`config.mk`:
```
export PLATFORM = sky130hd
export DESIGN_NAME = instruction_loader
export DESIGN_NICKNAME = d
export VERILOG_FILES = /design/src/rtl/instruction_loader_pkg.sv /design/src/rtl/instruction_loader_byte_assembler.sv /design/src/rtl/instruction_loader.sv
export SDC_FILE = /design/constraint.sdc
export NUM_CORES = 1
export LEC_CHECK = 0
export CAP_MARGIN = 20
export CORE_MARGIN = 3
export CORE_UTILIZATION = 44
export DETAILED_ROUTE_END_ITERATION = 16
export HOLD_SLACK_MARGIN = 0.05
export PLACE_DENSITY = 0.69
export SKIP_LAST_GASP = 1
export SYNTH_ARGS = -nofsm -noshare
export SYNTH_HDL_FRONTEND = slang
export SYNTH_SLANG_ARGS = --single-unit
```
`constraint.sdc`:
```
create_clock -name i_clk -period 3.5 [get_ports i_clk]
set_input_delay 0.7 -clock i_clk [delete_from_list [all_inputs] [get_ports i_clk]]
set_output_delay 0.7 -clock i_clk [all_outputs]
set_load 0.02 [all_outputs]
```
`src/rtl/instruction_loader_pkg.sv`:
```
// Shared constants and FSM encoding for the serial instruction loader and
// the instruction-memory halt check.
package instruction_loader_pkg;

  // Opcode field value in bits [31:26] that marks the final program word.
  localparam logic [5:0] HALT_OPCODE = 6'b111111;

  // Received bytes per instruction word.
  localparam int BYTES_PER_WORD = 4;

  // Loader state encoding.
  typedef enum logic [1:0] {
    ST_IDLE  = 2'd0,
    ST_RECV  = 2'd1,
    ST_WRITE = 2'd2,
    ST_DONE  = 2'd3
  } loader_state_t;

  // True when a word carries the HALT opcode in its top six bits.
  function automatic logic is_halt(input logic [31:0] word);
    return (word[31:26] == HALT_OPCODE);
  endfunction

endpackage

```
`src/rtl/instruction_loader_byte_assembler.sv`:
```
// Big-endian byte-to-word shift buffer with a wrapping byte index.
// o_word is the word as it will look after the current shift, so the
// owner can capture it on the same edge that completes it.
module byte_assembler
  import instruction_loader_pkg::*;
#(
  parameter int DATA_WIDTH = 32
) (
  input  logic                  i_clk,
  input  logic                  i_reset_n,
  input  logic                  i_clear,
  input  logic                  i_shift,
  input  logic [7:0]            i_byte,
  output logic [DATA_WIDTH-1:0] o_word,
  output logic                  o_word_valid
);

  localparam logic [1:0] LAST_IDX = 2'(BYTES_PER_WORD - 1);

  logic [DATA_WIDTH-1:0] r_buf;
  logic [1:0]            r_idx;

  // Shift the new byte in at the low end; earlier bytes move toward the MSBs.
  always_ff @(posedge i_clk or negedge i_reset_n) begin
    if (!i_reset_n) begin
      r_buf <= '0;
      r_idx <= 2'd0;
    end else if (i_clear) begin
      r_buf <= '0;
      r_idx <= 2'd0;
    end else if (i_shift) begin
      r_buf <= {r_buf[DATA_WIDTH-9:0], i_byte};
      r_idx <= r_idx + 2'd1;
    end
  end

  assign o_word       = {r_buf[DATA_WIDTH-9:0], i_byte};
  assign o_word_valid = i_shift && (r_idx == LAST_IDX);

endmodule

```
`src/rtl/instruction_loader.sv`:
```
// Serial program loader: assembles received bytes into 32-bit instruction
// words and writes them to instruction memory until a HALT word is written
// or the memory is full.
module instruction_loader
  import instruction_loader_pkg::*;
#(
  parameter int DATA_WIDTH = 32,
  parameter int DATA_DEPTH = 128,
  parameter int ADDR_WIDTH = 7
) (
  input  logic                  i_clk,
  input  logic                  i_reset_n,
  input  logic                  i_start,
  input  logic                  i_rx_valid,
  input  logic [7:0]            i_rx_data,
  output logic                  o_wr_en,
  output logic [ADDR_WIDTH-1:0] o_wr_addr,
  output logic [DATA_WIDTH-1:0] o_wr_data,
  output logic                  o_busy,
  output logic                  o_done,
  output logic                  o_error,
  output logic [ADDR_WIDTH:0]   o_word_count
);

  localparam logic [ADDR_WIDTH:0] LP_DEPTH = (ADDR_WIDTH + 1)'(DATA_DEPTH);

  loader_state_t         r_state;
  loader_state_t         w_next;
  logic                  w_shift;
  logic                  w_clear;
  logic                  w_halt;
  logic                  w_full;
  logic [DATA_WIDTH-1:0] w_word;
  logic                  w_word_valid;
  logic [ADDR_WIDTH:0]   w_count_inc;
  logic [ADDR_WIDTH-1:0] r_addr;
  logic [DATA_WIDTH-1:0] r_wr_data;
  logic [ADDR_WIDTH:0]   r_word_count;
  logic                  r_error;

  byte_assembler #(
    .DATA_WIDTH (DATA_WIDTH)
  ) u_byte_assembler (
    .i_clk        (i_clk),
    .i_reset_n    (i_reset_n),
    .i_clear      (w_clear),
    .i_shift      (w_shift),
    .i_byte       (i_rx_data),
    .o_word       (w_word),
    .o_word_valid (w_word_valid)
  );

  assign w_count_inc = r_word_count + 1'b1;
  assign w_halt      = is_halt(r_wr_data);
  // A non-HALT word that fills the last slot ends the load as an overflow.
  assign w_full      = (w_count_inc == LP_DEPTH);

  // State register.
  always_ff @(posedge i_clk or negedge i_reset_n) begin
    if (!i_reset_n) r_state <= ST_IDLE;
    else            r_state <= w_next;
  end

  // Next-state logic plus byte-accept and clear strobes for the assembler.
  always_comb begin
    w_next  = r_state;
    w_shift = 1'b0;
    w_clear = 1'b0;
    unique case (r_state)
      ST_IDLE, ST_DONE: begin
        if (i_start) begin
          w_next  = ST_RECV;
          w_clear = 1'b1;
        end
      end
      ST_RECV: begin
        w_shift = i_rx_valid;
        if (w_word_valid) w_next = ST_WRITE;
      end
      ST_WRITE: begin
        if (w_halt || w_full) begin
          w_next = ST_DONE;
        end else begin
          // A byte arriving during the write cycle starts the next word.
          w_next  = ST_RECV;
          w_shift = i_rx_valid;
        end
      end
      default: w_next = ST_IDLE;
    endcase
  end

  // Address, word counter, error flag and the captured write word.
  always_ff @(posedge i_clk or negedge i_reset_n) begin
    if (!i_reset_n) begin
      r_addr       <= '0;
      r_wr_data    <= '0;
      r_word_count <= '0;
      r_error      <= 1'b0;
    end else begin
      if (w_clear) begin
        r_addr       <= '0;
        r_word_count <= '0;
        r_error      <= 1'b0;
      end
      if (r_state == ST_RECV && w_word_valid) begin
        r_wr_data <= w_word;
      end
      if (r_state == ST_WRITE) begin
        r_addr       <= r_addr + 1'b1;
        r_word_count <= w_count_inc;
        r_error      <= !w_halt && w_full;
      end
    end
  end

  assign o_wr_en      = (r_state == ST_WRITE);
  assign o_wr_addr    = r_addr;
  assign o_wr_data    = r_wr_data;
  assign o_busy       = (r_state == ST_RECV) || (r_state == ST_WRITE);
  assign o_done       = (r_state == ST_DONE);
  assign o_error      = r_error;
  assign o_word_count = r_word_count;

endmodule
```
---- Yosys cells after proc, flatten, opt, wreduce, memory -nomap -nowiden ----
Index checks and enable logic that the tools add are counted.
word-level totals
  input bits .............................. 12
  memory bits (read-only) ................. 0
  latch bits .............................. 0
  RAM bits ................................ 0
  memories ................................ 0
  output and inout bits ................... 51
  bits in registers ....................... 76
cells by class
  $add $sub $neg .......................... 3
  div/mod/pow operators ................... 0
  reduce and logical (&&, ||, !) cells .... 11
  equal/unequal tests ..................... 8
  shift-type cells ........................ 0
  multiplexer cells ....................... 18
  multiply operators ...................... 0
  bitwise logic cells ..................... 0
  $lt $le $gt $ge ......................... 0
operator list
  kind                                           number
  two-way mux 24 bit                             2
  two-way mux 8 bit                              2
  two-way mux 7 bit                              2
  two-way mux 2 bit                              5
  adder 8 x 1 -> 8 bit, second input constant    1
  == test 8 bit, second input constant           1
  adder 7 x 1 -> 7 bit, second input constant    1
  == test 2 bit, second input constant           3
  == test 6 bit, second input constant           1
  case mux 2 bit (3 select lines)                1
  two-way mux 1 bit                              5
  inequality test 2 bit, second input constant   2
  nonzero test 2 bit                             2
  logical AND 1 bit                              3
  adder 2 x 1 -> 2 bit, second input constant    1
  == test 2 x 1 -> 1 bit, second input constant  1
  zero test 2 bit                                1
  logical OR 1 bit                               2
  case mux 1 bit (2 select lines)                1
  AND reduction 2 bit                            1
  OR reduction 2 bit                             1
  zero test 1 bit                                1

---- Depth between registers and ports, before layout ----
  depth in word-level cells ............... 8
  depth in mapped cells ................... 9
  depth with buffers taken out ............ 7

---- Hierarchy ----
A second synthesis with hierarchy kept.
second synthesis, totals
  cells, all modules ...................... 275
  area, all modules ....................... 3368.2 um^2
by module, submodules not included
  module              times used  area each (um^2)  cells an instance  sequential area each (um^2)
  instruction_loader  1           2214.6            181                1251.2
  byte_assembler      1           1153.6            94                 650.6

---- Worst setup path after synthesis ----
Ideal clock, no wire load.
  path kind ............................... flip-flop to flip-flop
  from .................................... reg r_state[0]
  to ...................................... reg r_wr_data[10], in the netlist o_wr_data[10]
  data required time ...................... 3375 ps
  setup time .............................. 125 ps
  stages on the path, launching flop included .. 8
  period minus slack after synthesis ...... 2055 ps
  buffers on the path ..................... 1
  setup slack ............................. 1445 ps
  data arrival time ....................... 1931 ps
  cells stage by stage .................... dfrtp_1 -> inv_1 -> ha_1 -> inv_1 -> and3_1 -> nand2_1 -> clkbuf_1 -> mux2_2
between the ends
  longest elaborated chain between the ends .. 4
  elaborated cells on any way between the ends .. 5
ends and longest elaborated chain
  element                                                  RTL line                                             text
  start: declaration                                       instruction_loader.sv:27                             loader_state_t r_state;
  start signal: assignment                                 instruction_loader.sv:61                             else r_state <= w_next;
  == test 2 bit or == test 2 x 1 -> 1 bit (tied branches)  instruction_loader.sv:69, instruction_loader.sv:106
  case mux 1 bit (2 select lines)                          instruction_loader.sv:69                             unique case (r_state)
  logical AND 1 bit                                        instruction_loader_byte_assembler.sv:38              assign o_word_valid = i_shift && (r_idx == LAST_IDX);
  logical AND 1 bit *                                      instruction_loader.sv:106                            if (r_state == ST_RECV && w_word_valid) begin
  end signal: assignment                                   instruction_loader.sv:107                            r_wr_data <= w_word;
  end: declaration                                         instruction_loader.sv:37                             logic [DATA_WIDTH-1:0] r_wr_data;
Mark *: on every way between the ends. The rest lies on a longest branch, timed or not.
A chain may end at the register's enable or synchronous reset.

---- Worst setup path in the final report ----
  from .................................... reg r_state[0]
  to ...................................... out o_wr_en
between the ends
  longest elaborated chain between the ends .. 1
ends and longest elaborated chain
  element           RTL line                   text
  == test 2 bit     instruction_loader.sv:117  assign o_wr_en = (r_state == ST_WRITE);
  end: declaration  instruction_loader.sv:16   output logic o_wr_en,
No other way between the ends.

==> results.sh <==
export IMPL_status="complete, no violations"
export IMPL_drt_total_wl_um=6670
export IMPL_hold_violations=0
export IMPL_fp_row_count=30
export IMPL_cts_hold_buffers=0
export IMPL_n_antenna_cell=0
export IMPL_period_minus_slack_ns=2.64
export IMPL_synth_area_leaders="dfrtp_1 58%, mux2_2 11%, nand2_1 6.3%"
export IMPL_worst_setup_path_type="register to primary output"
export IMPL_r2r_slack_ns=1.07
export IMPL_grt_start_max_net_pins=77
export IMPL_ys_types=31
export IMPL_finalClockSkew_ns=0.00850
export IMPL_yosysMostFrequentCell="dfrtp_1"
export IMPL_syn_area_per_cell_um2=11.1
export IMPL_fin_crit_sh=0.754
export IMPL_htreeDepth=3
export IMPL_synth_cells=297
export IMPL_drc_errors=0
export IMPL_synth_common_cells="76 x dfrtp_1, 55 x nand2_1, 32 x mux2_2"
export IMPL_syn_cell_area_um2=3300
export IMPL_dieArea_um2=8560
export IMPL_place_congestion=0.780
export IMPL_cts_buffers=9
export IMPL_clk_latency_ns=0.34
export IMPL_postSynthNetCount=315
export IMPL_nFillCells=594
export IMPL_slew_headroom=0.382
export IMPL_power_density_nw_per_um2=810
export IMPL_cts_resized=0
export IMPL_ys_flop_type="dfrtp_1"
export IMPL_crit_path_end_kind="primary output"
export IMPL_groute_usage_overall=0.168
export IMPL_finalNetCount=374
export IMPL_cp_arrival_ns=1.94
export IMPL_die_y_um=92.5
export IMPL_firstDrtPassIters=4
export IMPL_wl_per_cell_um=14.6
export IMPL_clockBufferDepth=2
export IMPL_via_count=2384
export IMPL_setup_tns_final_ns=0
export IMPL_clkSinkCount=76
export IMPL_grt_pass1_vias=2350
export IMPL_synth_top_area_cell="dfrtp_1"
export IMPL_synth_edf_count=0
export IMPL_finalSetupViolations=0
export IMPL_cts_tree="done"
export IMPL_die_w_um=92.5
export IMPL_synth_top_cell_area_share=0.577
export IMPL_fmax_ghz=0.379
export IMPL_finalInstanceArea_um2=4190
export IMPL_worst_slew_pin_slew_ns=0.926
export IMPL_cp_max_fo=13
export IMPL_max_vdd_ir_drop_uv=507
export IMPL_via_per_inst=5.23
export IMPL_synthArstFlopShare=1.00
export IMPL_required_ns=2.80
export IMPL_start_kind="register"
export IMPL_p_leak_uw=0.00189
export IMPL_ctsRootBufferMaster="clkbuf_8"
export IMPL_antenna_left=0
export IMPL_syn2layout_area_growth_pct=27.1
export IMPL_portBuffers=62
export IMPL_core_area_um2=7020
export IMPL_grt_first_pass_wirelength_um=11600
export IMPL_dp_hpwl_um=4420
export IMPL_first_iter_violations=115
export IMPL_cts_setup_buffers=0
export IMPL_ioPinCount=63
export IMPL_antenna_found_initial=0
export IMPL_yosysSeqAreaShare=0.577
export IMPL_clkTransAtPathRegs_ns=0.08
export IMPL_drv_cap=0
export IMPL_start_util=0.470
export IMPL_yosys_warnings=0
export IMPL_place_area_um2=3980
export IMPL_synth_seq_cells=76
export IMPL_grt_overflow_total=0
export IMPL_layout_drive_gt1_share=0.169
export IMPL_rsz0062_at_grt="false"
export IMPL_drv_slew=0
export IMPL_min_path_type="input pin to async pin"
## through the flow
step	hold slack, ns	power (µW)	utilization	worst slack [ns]	cells
4_1_cts	0.496	3430	0.597	0.827	456
2_1_floorplan	0.404	2170	-	1.44	297
5_1_grt	0.514	3620	0.597	0.745	456
6_report	0.489	3390	0.597	0.861	456
3_5_place_dp	0.486	2700	0.566	0.795	441
3_3_place_gp	0.471	2670	0.566	0.803	441
## layout by cell type (no fill, tap or decap), types with 6 or more instances in the layout
cell and n:
o21ai_1 17, mux2_2 32, o21ai_0 13, nand3_1 29
clkbuf_8 9, nand2_1 55, dfrtp_1 76, ha_1 6
buf_4 6, clkdlybuf4s50_1 61
## where the power goes
| part | switching (µW) | internal (µW) | leakage [µW] |
|---|---|---|---|
| clock | 318 | 399 | 0.000105 |
| sequential | 204 | 1180 | 0.000997 |
| combinational | 668 | 624 | 0.000789 |
| total | 1190 | 2200 | 0.00189 |
## final cells by class
cell class	count	area [µm²]	area share
multi-input cells	197	1280	0.305
clock inverters	6	90.1	0.0215
flip-flops and latches	76	1900	0.454
well taps	96	120	0.0287
repair buffers	67	656	0.156
clock buffers	9	124	0.0296
inverters	5	18.8	0.00448
## logic make-up after synthesis
group | synth area share
AND/OR/NAND/NOR | 0.134
flip-flops | 0.577
AO/OA/AOI/OAI | 0.0896
multiplexers | 0.118
buffers and inverters | 0.0345
XOR/XNOR | 0.0239
adder cells (fa/ha/maj) | 0.0228
## routing by layer
metal,GRT usage,up-vias,part of all wire
met3,0.0357,7,0.060
met2,0.245,64,0.45
li1,-,1150,-
met4,0.0718,0,0.014
met1,0.241,1163,0.48
met5,0,-,0
## worst max-delay path: stages, from the launching register on
cell and delay (ns):
dfrtp_1 0.42, inv_1 0.07, ha_1 0.42, clkdlybuf4s50_1 0.69
## registers in the layout (all words and copies together), names as in the netlist
register,cells
r_state,2
u_byte_assembler.r_idx,2
o_wr_addr,7
o_wr_data,32
o_error,1
u_byte_assembler.r_buf,24
o_word_count,8
## path summary, 6_finish.rpt
kind / end / cells past startpoint / startpoint
max: o_wr_en / 3 / r_state[0]
min: o_wr_data[6] / 1 / i_reset_n
max reg2reg: u_byte_assembler.r_buf[12] / 7 / r_state[0]
min reg2reg: o_wr_addr[6] / 1 / o_wr_addr[6]
max in group asynchronous: r_state[0] / 1 / i_reset_n
min in group i_clk: o_wr_addr[6] / 1 / o_wr_addr[6]
No activity file was read; power rests on OpenSTA's default activity.
